<file path="src/rtl/cond_sum_adder_pipe.sv">
// Pipelined conditional-sum adder/subtractor with valid/ready handshake.
// Carry-select blocks are grouped per stage; the group carry is registered.
module cond_sum_adder_pipe #(
   parameter int WIDTH  = 64,
   parameter int BLK    = 8,
   parameter int STAGES = 2
) (
   input  logic             clk,
   input  logic             rst,
   input  logic             in_valid,
   output logic             in_ready,
   input  logic [WIDTH-1:0] a,
   input  logic [WIDTH-1:0] b,
   input  logic             cin,
   input  logic             sub,
   output logic             out_valid,
   input  logic             out_ready,
   output logic [WIDTH-1:0] sum,
   output logic             cout,
   output logic             ovf
);

   localparam int NB = WIDTH / BLK;
   localparam int G  = NB / STAGES;
   localparam int L  = STAGES - 1;

   if (BLK < 2 || (WIDTH % BLK) != 0 || STAGES < 1 ||
       (NB % STAGES) != 0) begin : g_bad
      $error("cond_sum_adder_pipe: bad WIDTH/BLK/STAGES");
   end

   // x holds finished sum bits below the stage boundary and
   // untouched A bits above it; y carries the effective B.
   logic [STAGES-1:0] v_q;
   logic [STAGES-1:0] ok;
   logic [WIDTH-1:0]  x_q [STAGES];
   logic [WIDTH-1:0]  y_q [STAGES];
   logic [STAGES-1:0] c_q;
   logic              ovf_q;

   logic [WIDTH-1:0]  x_n [STAGES];
   logic [WIDTH-1:0]  y_n [STAGES];
   logic [STAGES-1:0] c_n;
   logic              ovf_n;

   // Stage k may load when it is empty or its successor frees it.
   always_comb begin
      ok = '0;
      ok[L] = !v_q[L] || out_ready;
      for (int k = L - 1; k >= 0; k--) begin
         ok[k] = !v_q[k] || ok[k+1];
      end
   end

   // Per-stage conditional-sum of this stage's block group.
   always_comb begin
      logic [WIDTH-1:0] xi;
      logic [WIDTH-1:0] yi;
      logic             ci;
      logic [BLK:0]     s0;
      logic [BLK:0]     s1;
      int               lo;
      int               p;
      xi    = '0;
      yi    = '0;
      ci    = 1'b0;
      s0    = '0;
      s1    = '0;
      lo    = 0;
      p     = 0;
      ovf_n = 1'b0;
      for (int k = 0; k < STAGES; k++) begin
         p = (k > 0) ? k - 1 : 0;
         if (k == 0) begin
            xi = a;
            yi = sub ? ~b : b;
            ci = sub | cin;
         end else begin
            xi = x_q[p];
            yi = y_q[p];
            ci = c_q[p];
         end
         x_n[k] = xi;
         y_n[k] = yi;
         for (int j = 0; j < G; j++) begin
            lo = (k * G + j) * BLK;
            s0 = {1'b0, xi[lo +: BLK]} + {1'b0, yi[lo +: BLK]};
            s1 = {1'b0, xi[lo +: BLK]} + {1'b0, yi[lo +: BLK]}
                 + (BLK+1)'(1);
            x_n[k][lo +: BLK] = ci ? s1[BLK-1:0] : s0[BLK-1:0];
            ci = ci ? s1[BLK] : s0[BLK];
         end
         c_n[k] = ci;
         if (k == L) begin
            ovf_n = (xi[WIDTH-1] == yi[WIDTH-1]) &&
                    (x_n[k][WIDTH-1] != xi[WIDTH-1]);
         end
      end
   end

   // Stage registers; a stalled stage holds everything.
   always_ff @(posedge clk or negedge rst) begin
      if (!rst) begin
         v_q   <= '0;
         c_q   <= '0;
         ovf_q <= 1'b0;
         for (int k = 0; k < STAGES; k++) begin
            x_q[k] <= '0;
            y_q[k] <= '0;
         end
      end else begin
         for (int k = 0; k < STAGES; k++) begin
            if (ok[k]) begin
               v_q[k] <= (k == 0) ? in_valid : v_q[(k > 0) ? k - 1 : 0];
               x_q[k] <= x_n[k];
               y_q[k] <= y_n[k];
               c_q[k] <= c_n[k];
               if (k == L) ovf_q <= ovf_n;
            end
         end
      end
   end

   assign in_ready  = ok[0];
   assign out_valid = v_q[L];
   assign sum       = x_q[L];
   assign cout      = c_q[L];
   assign ovf       = ovf_q;

endmodule
</file>
<file path="config.mk">
export PLATFORM = sky130hd
export DESIGN_NAME = cond_sum_adder_pipe
export DESIGN_NICKNAME = d
export VERILOG_FILES = /design/src/rtl/cond_sum_adder_pipe.sv
export SDC_FILE = /design/constraint.sdc
export NUM_CORES = 1
export LEC_CHECK = 0
export BUFFER_PORTS_ARGS = -buffer_cell sky130_fd_sc_hd__buf_4
export CAP_MARGIN = 40
export CORE_MARGIN = 5
export CORE_UTILIZATION = 30
export DETAILED_ROUTE_END_ITERATION = 8
export GPL_TIMING_DRIVEN = 0
export PLACE_DENSITY = 0.59
export RECOVER_POWER = 50
export SLEW_MARGIN = 5
export SYNTH_ARGS = -nofsm -noshare
export SYNTH_HDL_FRONTEND = slang
export SYNTH_SLANG_ARGS = --single-unit
</file>
<file path="constraint.sdc">
create_clock -name clk -period 10.37 [get_ports clk]
set_input_delay 3.111 -clock clk [delete_from_list [all_inputs] [get_ports clk]]
set_output_delay 3.111 -clock clk [all_outputs]
set_load 0.005 [all_outputs]
</file>
==> impl_metrics.env, run 1 <==
export IMPL_hold_depth=1
export IMPL_instances_no_fill=1987
export IMPL_cts_htree_levels=4
export IMPL_postSynthAreaPerCell_sq_um=8.635
export IMPL_clock_root_buffer="clkbuf_16"
export IMPL_synth_seq_cells=165
export IMPL_die_h_um=202.0
export IMPL_ys_flop_type="dfrtp_1"
export IMPL_clk_latency_ns=0.43
export IMPL_crit_fanout=10
export IMPL_place_ws_ns=1.251
export IMPL_end_kind="flop"
export IMPL_final_nets=1720
export IMPL_critical_path_arrival_ns=8.87
export IMPL_numCtsBuffers=17
export IMPL_fin_skew_ns=0.01402
export IMPL_synth_cells=1281
export IMPL_grt_pass1_wl_um=50320
export IMPL_worstHoldEndpoint="v_q[1]"
export IMPL_ys_async_sr_fraction_pct=100.0
export IMPL_max_freq_mhz=117.4
export IMPL_diodes=0
export IMPL_drcViolationCount=0
export IMPL_drt_total_wl_um=31300
export IMPL_drtIter0Drc=364
export IMPL_cts_setup_buffers=0
export IMPL_grt_pass1_vias=9341
export IMPL_grt_max_degree=107
export IMPL_cts_tree="built"
export IMPL_r2r_end="ovf"
export IMPL_maxSlewViolCount=168
export IMPL_slowest_stage="buf_1"
export IMPL_relSlewSlack_pct=-116.1
export IMPL_rsz0062_at_grt="no"
export IMPL_yosys_top_cells_area="dfrtp_1 37%, nand2_1 10%, ha_1 8.1%, xnor2_1 6.3%, xor2_1 5.2%"
export IMPL_gp_congestion=0.7946
export IMPL_min_path_type="flop to flop"
export IMPL_yosysMostFrequentCell="nand2_1"
export IMPL_ctsHoldBuffers=0
export IMPL_drive_above_1_share_pct=20.87
export IMPL_synth_area_sq_mm=0.01106
export IMPL_io_pins=202
export IMPL_ir_drop_mv=0.1063
export IMPL_post_route_util_pct=37.76
export IMPL_n_fill_cell=3739
export IMPL_hold_start="v_q[0]"
export IMPL_synth_common_cells="300 x nand2_1, 165 x dfrtp_1, 96 x o21ai_0"
export IMPL_fin_crit_ns=8.520
export IMPL_synth_edf_count=0
export IMPL_cellPowerDensity_mw_per_mm2=196.7
export IMPL_crit_chain="clkbuf_1 > buf_1 > buf_1 > xor2_1 > ha_1 > inv_1 > fa_1 > inv_1 > ha_1 > o21ai_1 > nor3_1 > mux2i_1 > nor4_4 > a311o_1 > a31oi_1 > xor2_1 > or2_1 > xor2_1 > buf_4 > or3b_1 > a31oi_1"
export IMPL_violations="capacitance limit, slew limit"
export IMPL_vias=9098
export IMPL_io_buffers=200
export IMPL_drt_antenna_violating_nets=0
export IMPL_critPathKind="input port to flop"
export IMPL_area_delta_synth_final_pct=24.66
export IMPL_via_per_inst=4.579
export IMPL_firstDrtPassIters=4
export IMPL_antenna_found_initial=0
export IMPL_reg2reg_slack_ns=6.03
export IMPL_crit_top_cell="xor2_1"
export IMPL_finalSetupTns_ns=0
export IMPL_fin_crit_sh_pct=82.16
export IMPL_die_width_um=202.0
export IMPL_synth_cell_types=69
export IMPL_synth_fp_nets=1495
export IMPL_rows=70
export IMPL_ctsResizeCount=0
export IMPL_initial_core_util_pct=30.29
export IMPL_cp_start_kind="input port"
export IMPL_ys_warn_count=0
export IMPL_fin_ws_ns=1.850
export IMPL_required_ns=10.72
export IMPL_finalSetupViolations=0
export IMPL_synth_top_area_cell="dfrtp_1"
export IMPL_tightest_slew_ns=3.242
export IMPL_avgRoutedWirePerCell_um=15.75
export IMPL_status="complete, but fails checks"
export IMPL_die_area_sq_mm=0.04081
export IMPL_cts_clk_slew_worst_paths_ns=0.07
export IMPL_clkSinkCount=165
export IMPL_total_leakage_power_nw=6.499
export IMPL_gr_usage_all_layers_pct=15.44
export IMPL_synth_top_area_share_pct=37.33
export IMPL_timing_reg2reg_worst_path_depth=12
export IMPL_slowest_delay_ns=0.67
export IMPL_maxCapViolCount=2
export IMPL_placed_cells=1954
export IMPL_grt_overflow_total=0
export IMPL_finalHoldViolations=0
export IMPL_seq_area_frac_synth_pct=37.33
export IMPL_r2r_start="x_q[96]"
export IMPL_dp_hpwl_um=24850
export IMPL_core_area_sq_mm=0.03652
export IMPL_clockBufferDepth=2
stage by stage:
step | instance area (sq um) | hold WS, ns | power [mW]
detailed placement | 13230 | 0.4445 | 2.094
finish | 13790 | 0.4515 | 2.713
floorplan | 11060 | 0.4252 | 1.660
CTS | 13830 | 0.4586 | 2.773
global placement | 13150 | 0.4374 | 2.066
global route | 13790 | 0.4871 | 2.932
cells by family (layout without fill, tap and decap cells):
| family | after synthesis | after routing | synth area share, % |
|---|---|---|---|
| and+or+nand+nor | 473 | 473 | 18.53 |
| DFF | 165 | 165 | 37.33 |
| muxes | 13 | 13 | 1.278 |
| xor gates and xnor gates | 149 | 149 | 12.16 |
| buffers and inverters | 159 | 397 | 7.657 |
| adders and majority gates | 80 | 80 | 9.592 |
| AOI/OAI and AO/OA | 242 | 242 | 13.46 |
worst max-delay path by stage:
stage | startpoint | to | slack [ns] | depth (start not counted)
2_1_floorplan | sub | x_n[30] | 2.79 | 21
4_1_cts | sub | x_n[30] | 1.71 | 21
5_1_grt | rst | sum[15] | 1.41 | 2
3_5_place_dp | sub | x_n[30] | 1.25 | 21
3_3_place_gp | sub | x_n[29] | 1.28 | 18
6_report | sub | x_n[30] | 1.85 | 21
registers in the layout, summed over array words and instances (netlist names):
register,count
sum,64
y_n,32
v_q,2
x_n,32
c_q,2
ovf,1
x_q,32
layout by cell type (no fill, tap or decap), types with 11 or more instances in the layout:
cell	synthesis	final
a21oi_1	43	43
a21o_1	19	19
clkbuf_16	0	17
o21ai_0	96	96
nand2_1	300	300
buf_4	66	231
inv_1	43	43
xor2_1	66	66
o21a_1	15	15
nor2_1	64	64
nand4_1	11	11
xnor2_1	80	80
clkbuf_4	0	28
nand3_1	19	19
dfrtp_1	165	165
ha_1	72	72
nor3_1	19	19
clkbuf_1	39	46
worst max-delay path, delay by kind of cell:
family	cells	cell delay, ns
adders and majority gates	3	0.89
muxes	1	0.35
buffers and inverters	6	2.03
AOI/OAI and AO/OA	4	0.85
and+or+nand+nor	4	0.80
xor gates and xnor gates	3	0.83
layout make-up:
class,count,area (sq um),area share [%]
tap,468,585.6,4.246
multi-input combinational,957,6086,44.13
inverter,43,161.4,1.170
clock buffer,18,439.2,3.185
buffer,116,670.6,4.863
timing repair buffer,206,1555,11.28
sequential,165,4129,29.94
clock inverter,14,162.7,1.180
report_power, final:
group          leakage, nW  switching, mW  internal, mW  total (mW)
clock network        0.300          0.292         0.370       0.661
registers             1.95          0.110         0.818       0.927
logic                 4.24          0.556         0.568        1.12
routing by layer:
metal	vias up	track usage (%)	routed length [um]
li1	4691	-	-
met1	4236	20.60	14770
met2	153	26.18	15060
met3	18	3.000	1149
met4	0	3.174	312
met5	-	0	0
No activity file was read; power rests on OpenSTA's default activity.
==> run 2, diff against run 1 <==
ABC_AREA = 1   (was not set)
clock period = 8.85 ns   (was 10.37 ns; I/O delays follow)
==> impl_metrics.env, run 2 <==
export IMPL_status="complete, but fails checks"
export IMPL_violations="capacitance limit, slew limit"
export IMPL_initial_core_util_pct=30.19
export IMPL_clkSinkCount=165
export IMPL_tightest_slew_ns=4.015
export IMPL_synth_cells=1584
export IMPL_die_width_um=209.5
export IMPL_yosys_top_cells_area="dfrtp_1 35%, nand2_1 17%, ha_1 7.5%, inv_1 5.2%, xnor2_1 4.0%"
export IMPL_ys_flop_type="dfrtp_1"
export IMPL_final_common_cell="nand2_1"
export IMPL_clock_root_buffer="clkbuf_16"
export IMPL_worstHoldEndpoint="v_q[1]"
export IMPL_synth_top_area_cell="dfrtp_1"
export IMPL_placed_cells=2316
export IMPL_postSynthAreaPerCell_sq_um=7.537
export IMPL_cts_clk_slew_worst_paths_ns=0.07
export IMPL_vias=10440
export IMPL_min_path_type="flop to flop"
export IMPL_hold_depth=2
export IMPL_synth_fp_nets=1798
export IMPL_mostFrequentLayoutCells="525 x nand2_1, 238 x buf_4, 165 x dfrtp_1, 164 x inv_1, 87 x o21ai_0"
export IMPL_synth_top_area_share_pct=34.58
export IMPL_drt_total_wl_um=33530
export IMPL_synth_edf_count=0
export IMPL_via_per_inst=4.446
export IMPL_synth_common_cells="525 x nand2_1, 165 x dfrtp_1, 164 x inv_1"
export IMPL_finalSetupViolations=0
export IMPL_total_leakage_power_nw=7.665
export IMPL_drt_antenna_violating_nets=0
export IMPL_fin_crit_sh_pct=86.56
export IMPL_gp_congestion=0.8572
export IMPL_grt_overflow_total=0
export IMPL_instances_no_fill=2348
export IMPL_numCtsBuffers=17
export IMPL_reg2reg_slack_ns=5.80
export IMPL_finalHoldViolations=0
export IMPL_finalSetupTns_ns=0
export IMPL_cp_start_kind="input port"
export IMPL_grt_max_degree=96
export IMPL_area_delta_synth_final_pct=24.21
export IMPL_synth_cell_types=50
export IMPL_crit_fanout=10
export IMPL_n_fill_cell=4132
export IMPL_drive_above_1_share_pct=19.91
export IMPL_io_buffers=201
export IMPL_grt_pass1_vias=10750
export IMPL_gr_usage_all_layers_pct=15.26
export IMPL_synth_area_sq_mm=0.01194
export IMPL_r2r_end="sum[54]"
export IMPL_die_area_sq_mm=0.04389
export IMPL_critPathKind="input port to output port"
export IMPL_antenna_found_initial=1
export IMPL_clockBufferDepth=2
export IMPL_stdcell_area_sq_mm=0.01483
export IMPL_ctsResizeCount=0
export IMPL_maxSlewViolCount=71
export IMPL_max_freq_mhz=130.5
export IMPL_rows=73
export IMPL_seq_area_frac_synth_pct=34.58
export IMPL_clk_latency_ns=0.43
export IMPL_final_nets=2024
export IMPL_fin_skew_ns=0.01173
export IMPL_rsz0062_at_grt="no"
export IMPL_dpl_cell_area_sq_mm=0.01420
export IMPL_grt_pass1_wl_um=54650
export IMPL_io_pins=202
export IMPL_ctsHoldBuffers=0
export IMPL_maxCapViolCount=1
export IMPL_relSlewSlack_pct=-167.7
export IMPL_cts_setup_buffers=0
export IMPL_diodes=0
export IMPL_required_ns=6.20
export IMPL_avgRoutedWirePerCell_um=14.28
export IMPL_end_kind="output port"
export IMPL_largest_reg_flops=64
export IMPL_cellPowerDensity_mw_per_mm2=237.5
export IMPL_hold_start="v_q[0]"
export IMPL_synth_seq_cells=165
export IMPL_die_h_um=209.5
export IMPL_dp_hpwl_um=27220
export IMPL_yosysMostFrequentCell="nand2_1"
export IMPL_ir_drop_mv=0.1275
export IMPL_critical_path_arrival_ns=5.01
export IMPL_timing_reg2reg_worst_path_depth=17
export IMPL_cts_tree="built"
export IMPL_ys_async_sr_fraction_pct=100.0
export IMPL_fin_crit_ns=7.660
export IMPL_drtIter0Drc=471
export IMPL_r2r_start="x_q[96]"
export IMPL_drcViolationCount=0
export IMPL_cts_htree_levels=4
export IMPL_firstDrtPassIters=5
export IMPL_ys_warn_count=0
export IMPL_core_area_sq_mm=0.03955
[run 2: where the power goes]
part	switching (mW)	total (mW)	internal, mW
Sequential	0.130	1.10	0.966
Clock	0.344	0.855	0.511
Combinational	0.860	1.57	0.712
[run 2: worst max-delay path by stage]
| stage | slack (ns) | startpoint | endpoint |
|---|---|---|---|
| after global routing | 0.84 | out_ready | in_ready |
| final | 1.19 | out_ready | in_ready |
| after CTS | 1.05 | out_ready | in_ready |
| after floorplan | 2.53 | out_ready | in_ready |
| after detailed placement | 1.06 | out_ready | in_ready |
| after global placement | 1.03 | out_ready | in_ready |
[run 2: layout make-up]
type | instances | area (sq um) | share of cell area [%]
sequential | 165 | 4129 | 27.84
timing repair buffer | 207 | 1585 | 10.69
multi-input combinational | 1141 | 6490 | 43.76
clock inverter | 15 | 241.5 | 1.628
clock buffer | 17 | 425.4 | 2.869
inverter | 171 | 651.9 | 4.396
buffer | 107 | 649.4 | 4.379
tap | 525 | 656.9 | 4.430
[run 2: cell families after synthesis]
family | synth area share, %
xor gates and xnor gates | 8.206
DFF | 34.58
and+or+nand+nor | 29.40
adders and majority gates | 8.887
AOI/OAI and AO/OA | 7.871
buffers and inverters | 11.06
[run 2: stage by stage]
step           hold WS, ns  setup slack (ns)  power, mW  util [%]
5_1_grt             0.4978            0.8434      3.812     37.50
3_3_place_gp        0.4404             1.030      2.683     35.66
3_5_place_dp        0.4478             1.062      2.712     35.91
4_1_cts             0.4649             1.048      3.584     37.60
6_report            0.4630             1.190      3.522     37.50
2_1_floorplan       0.4229             2.532      2.143         -
[run 2: per-layer routing]
metal	vias to the layer above	part of all wire (%)	GRT usage [%]
li1	5446	-	-
met1	4769	45	19.53
met2	196	49	26.79
met3	27	4.8	3.019
met4	2	1.4	3.240
met5	-	0.039	0
[run 2: critical path, cell delays in order]
cell      delay [ns]
clkbuf_4        0.11
nor2_1          0.49
inv_1           0.12
nor2_1          0.47
inv_1           0.14
clkbuf_1        0.33
buf_8           0.25
buf_1           0.23
buf_4           0.20
==> run 3, diff against run 2 <==
BUFFER_PORTS_ARGS = not set   (was -buffer_cell sky130_fd_sc_hd__buf_4)
DONT_BUFFER_PORTS = 1   (was not set)
PLACE_DENSITY = 0.55   (was 0.59)
==> impl_metrics.env, run 3 (same netlist as run 2, synthesis figures left out) <==
export IMPL_gp_congestion=0.8579
export IMPL_drcViolationCount=0
export IMPL_dpl_cell_area_sq_mm=0.01267
export IMPL_via_per_inst=4.566
export IMPL_slowest_stage="nor2_1"
export IMPL_mostFrequentLayoutCells="525 x nand2_1, 165 x dfrtp_1, 164 x inv_1, 88 x o21ai_0, 82 x nand3_1"
export IMPL_clkPwrFrac_pct=23.5
export IMPL_area_delta_synth_final_pct=10.45
export IMPL_crit_chain="nor2_1 > inv_1 > nor2_1 > inv_1 > clkbuf_1 > buf_8 > buf_1"
export IMPL_rsz0062_at_grt="no"
export IMPL_cts_htree_levels=4
export IMPL_clock_root_buffer="clkbuf_16"
export IMPL_maxCapViolCount=0
export IMPL_ctsResizeCount=0
export IMPL_avgRoutedWirePerCell_um=15.70
export IMPL_critical_path_arrival_ns=4.55
export IMPL_seq_power_share_pct=34.7
export IMPL_firstDrtPassIters=4
export IMPL_grtUsageMet2_pct=27.10
export IMPL_grt_overflow_total=0
export IMPL_final_common_cell="nand2_1"
export IMPL_path_depth=7
export IMPL_cts_setup_buffers=0
export IMPL_regArea_sq_mm=0.004129
export IMPL_crit_family="buffers and inverters"
export IMPL_cts_tree="built"
export IMPL_clockBufferDepth=2
export IMPL_power_mw=3.175
export IMPL_crit_fanout=10
export IMPL_vias=9808
export IMPL_ctsHoldBuffers=0
export IMPL_busiest_layer="met2"
export IMPL_stdcell_area_sq_mm=0.01319
export IMPL_max_freq_mhz=138.7
export IMPL_io_pins=202
export IMPL_drt_total_wl_um=33730
export IMPL_grt_max_degree=166
export IMPL_finalHoldViolations=0
export IMPL_multi_input_area_sq_mm=0.006490
export IMPL_tightest_slew_ns=0.8987
export IMPL_clk_latency_ns=0.44
export IMPL_maxSlewViolCount=0
export IMPL_finalSetupViolations=0
export IMPL_slowest_delay_ns=0.46
export IMPL_grt_pass1_wl_um=54200
export IMPL_p_sw_mw=1.307
export IMPL_core_area_sq_mm=0.03955
export IMPL_required_ns=6.20
export IMPL_grt_met1_usage_pct=19.30
export IMPL_largest_reg_flops=64
export IMPL_antenna_found_initial=1
export IMPL_fin_crit_ns=7.208
export IMPL_finalSetupTns_ns=0
export IMPL_dp_hpwl_um=26860
export IMPL_io_buffers=0
export IMPL_hold_depth=2
export IMPL_switching_share_pct=41.15
export IMPL_initial_core_util_pct=30.19
export IMPL_die_area_sq_mm=0.04389
export IMPL_drtIter0Drc=496
export IMPL_grt_pass1_vias=9944
export IMPL_drt_antenna_violating_nets=0
export IMPL_min_path_type="flop to flop"
export IMPL_numCtsBuffers=17
export IMPL_drive_above_1_share_pct=9.679
export IMPL_final_nets=1823
export IMPL_post_route_util_pct=33.34
export IMPL_clkSinkCount=165
export IMPL_die_h_um=209.5
export IMPL_relSlewSlack_pct=40.08
export IMPL_critPathKind="input port to output port"
export IMPL_end_kind="output port"
export IMPL_timing_reg2reg_worst_path_depth=18
export IMPL_p_int_mw=1.869
export IMPL_cellPowerDensity_mw_per_mm2=240.8
export IMPL_ir_drop_mv=0.1299
export IMPL_status="finished clean"
export IMPL_fin_skew_ns=0.01463
export IMPL_cts_clk_slew_worst_paths_ns=0.08
export IMPL_total_leakage_power_nw=6.614
export IMPL_path_buf_inv=5
export IMPL_gr_usage_all_layers_pct=15.42
export IMPL_n_fill_cell=4272
export IMPL_fin_crit_sh_pct=81.45
export IMPL_grt_use_met3_pct=3.647
export IMPL_p_comb_share_pct=41.8
export IMPL_cp_start_kind="input port"
export IMPL_rows=73
export IMPL_die_width_um=209.5
==> run 3: area by class of cell <==
type	instances	share of cell area [%]
Tap cell	525	4.981
Buffer	107	4.668
Timing Repair Buffer	6	0.5978
Multi-Input combinational cell	1141	49.22
Antenna cell	1	0.01898
Inverter	171	4.944
Sequential cell	165	31.31
Clock inverter	15	1.034
Clock buffer	17	3.226
==> run 3: final timing paths <==
kind | from | to | slack, ns
worst max-delay path | out_ready | in_ready | 1.64
worst min-delay path | v_q[0] | v_q[1] | 0.46
worst max register to register | x_q[96] | ovf | 5.79
worst min register to register | v_q[0] | v_q[1] | 0.46
max in group asynchronous | rst | x_q[116] | 6.41
min in group asynchronous | rst | y_n[44] | 1.91
==> run 3: power by group through the flow <==
stage,clock network (mW),registers [mW],logic [mW]
final,0.745,1.10,1.33
after global routing,0.801,1.13,1.52
after CTS,0.772,1.11,1.37
after detailed placement,0,1.12,1.36
after global placement,0,1.12,1.35
after floorplan,0,1.06,1.08
==> run 3: routing by layer <==
layer | up-vias | routed length (um)
li1 | 5046 | -
met1 | 4553 | 15210
met2 | 188 | 16390
met3 | 21 | 1650
met4 | 0 | 480
met5 | - | 0
==> run 3: stage by stage <==
stage | std cells | setup WS, ns | hold WS (ns)
6_report | 2148 | 1.642 | 0.4592
5_1_grt | 2147 | 1.234 | 0.4928
4_1_cts | 2147 | 1.467 | 0.4692
3_5_place_dp | 2115 | 1.473 | 0.4583
3_3_place_gp | 2109 | 1.410 | 0.4539
2_1_floorplan | 1584 | 2.532 | 0.4229
==> run 3: worst reg2reg max path: cells and delay by family, from the launching register on <==
family | cells | cell delay [ns]
DFF | 1 | 0.38
and+or+nand+nor | 14 | 1.56
buffers and inverters | 1 | 0.05
adders and majority gates | 3 | 0.97
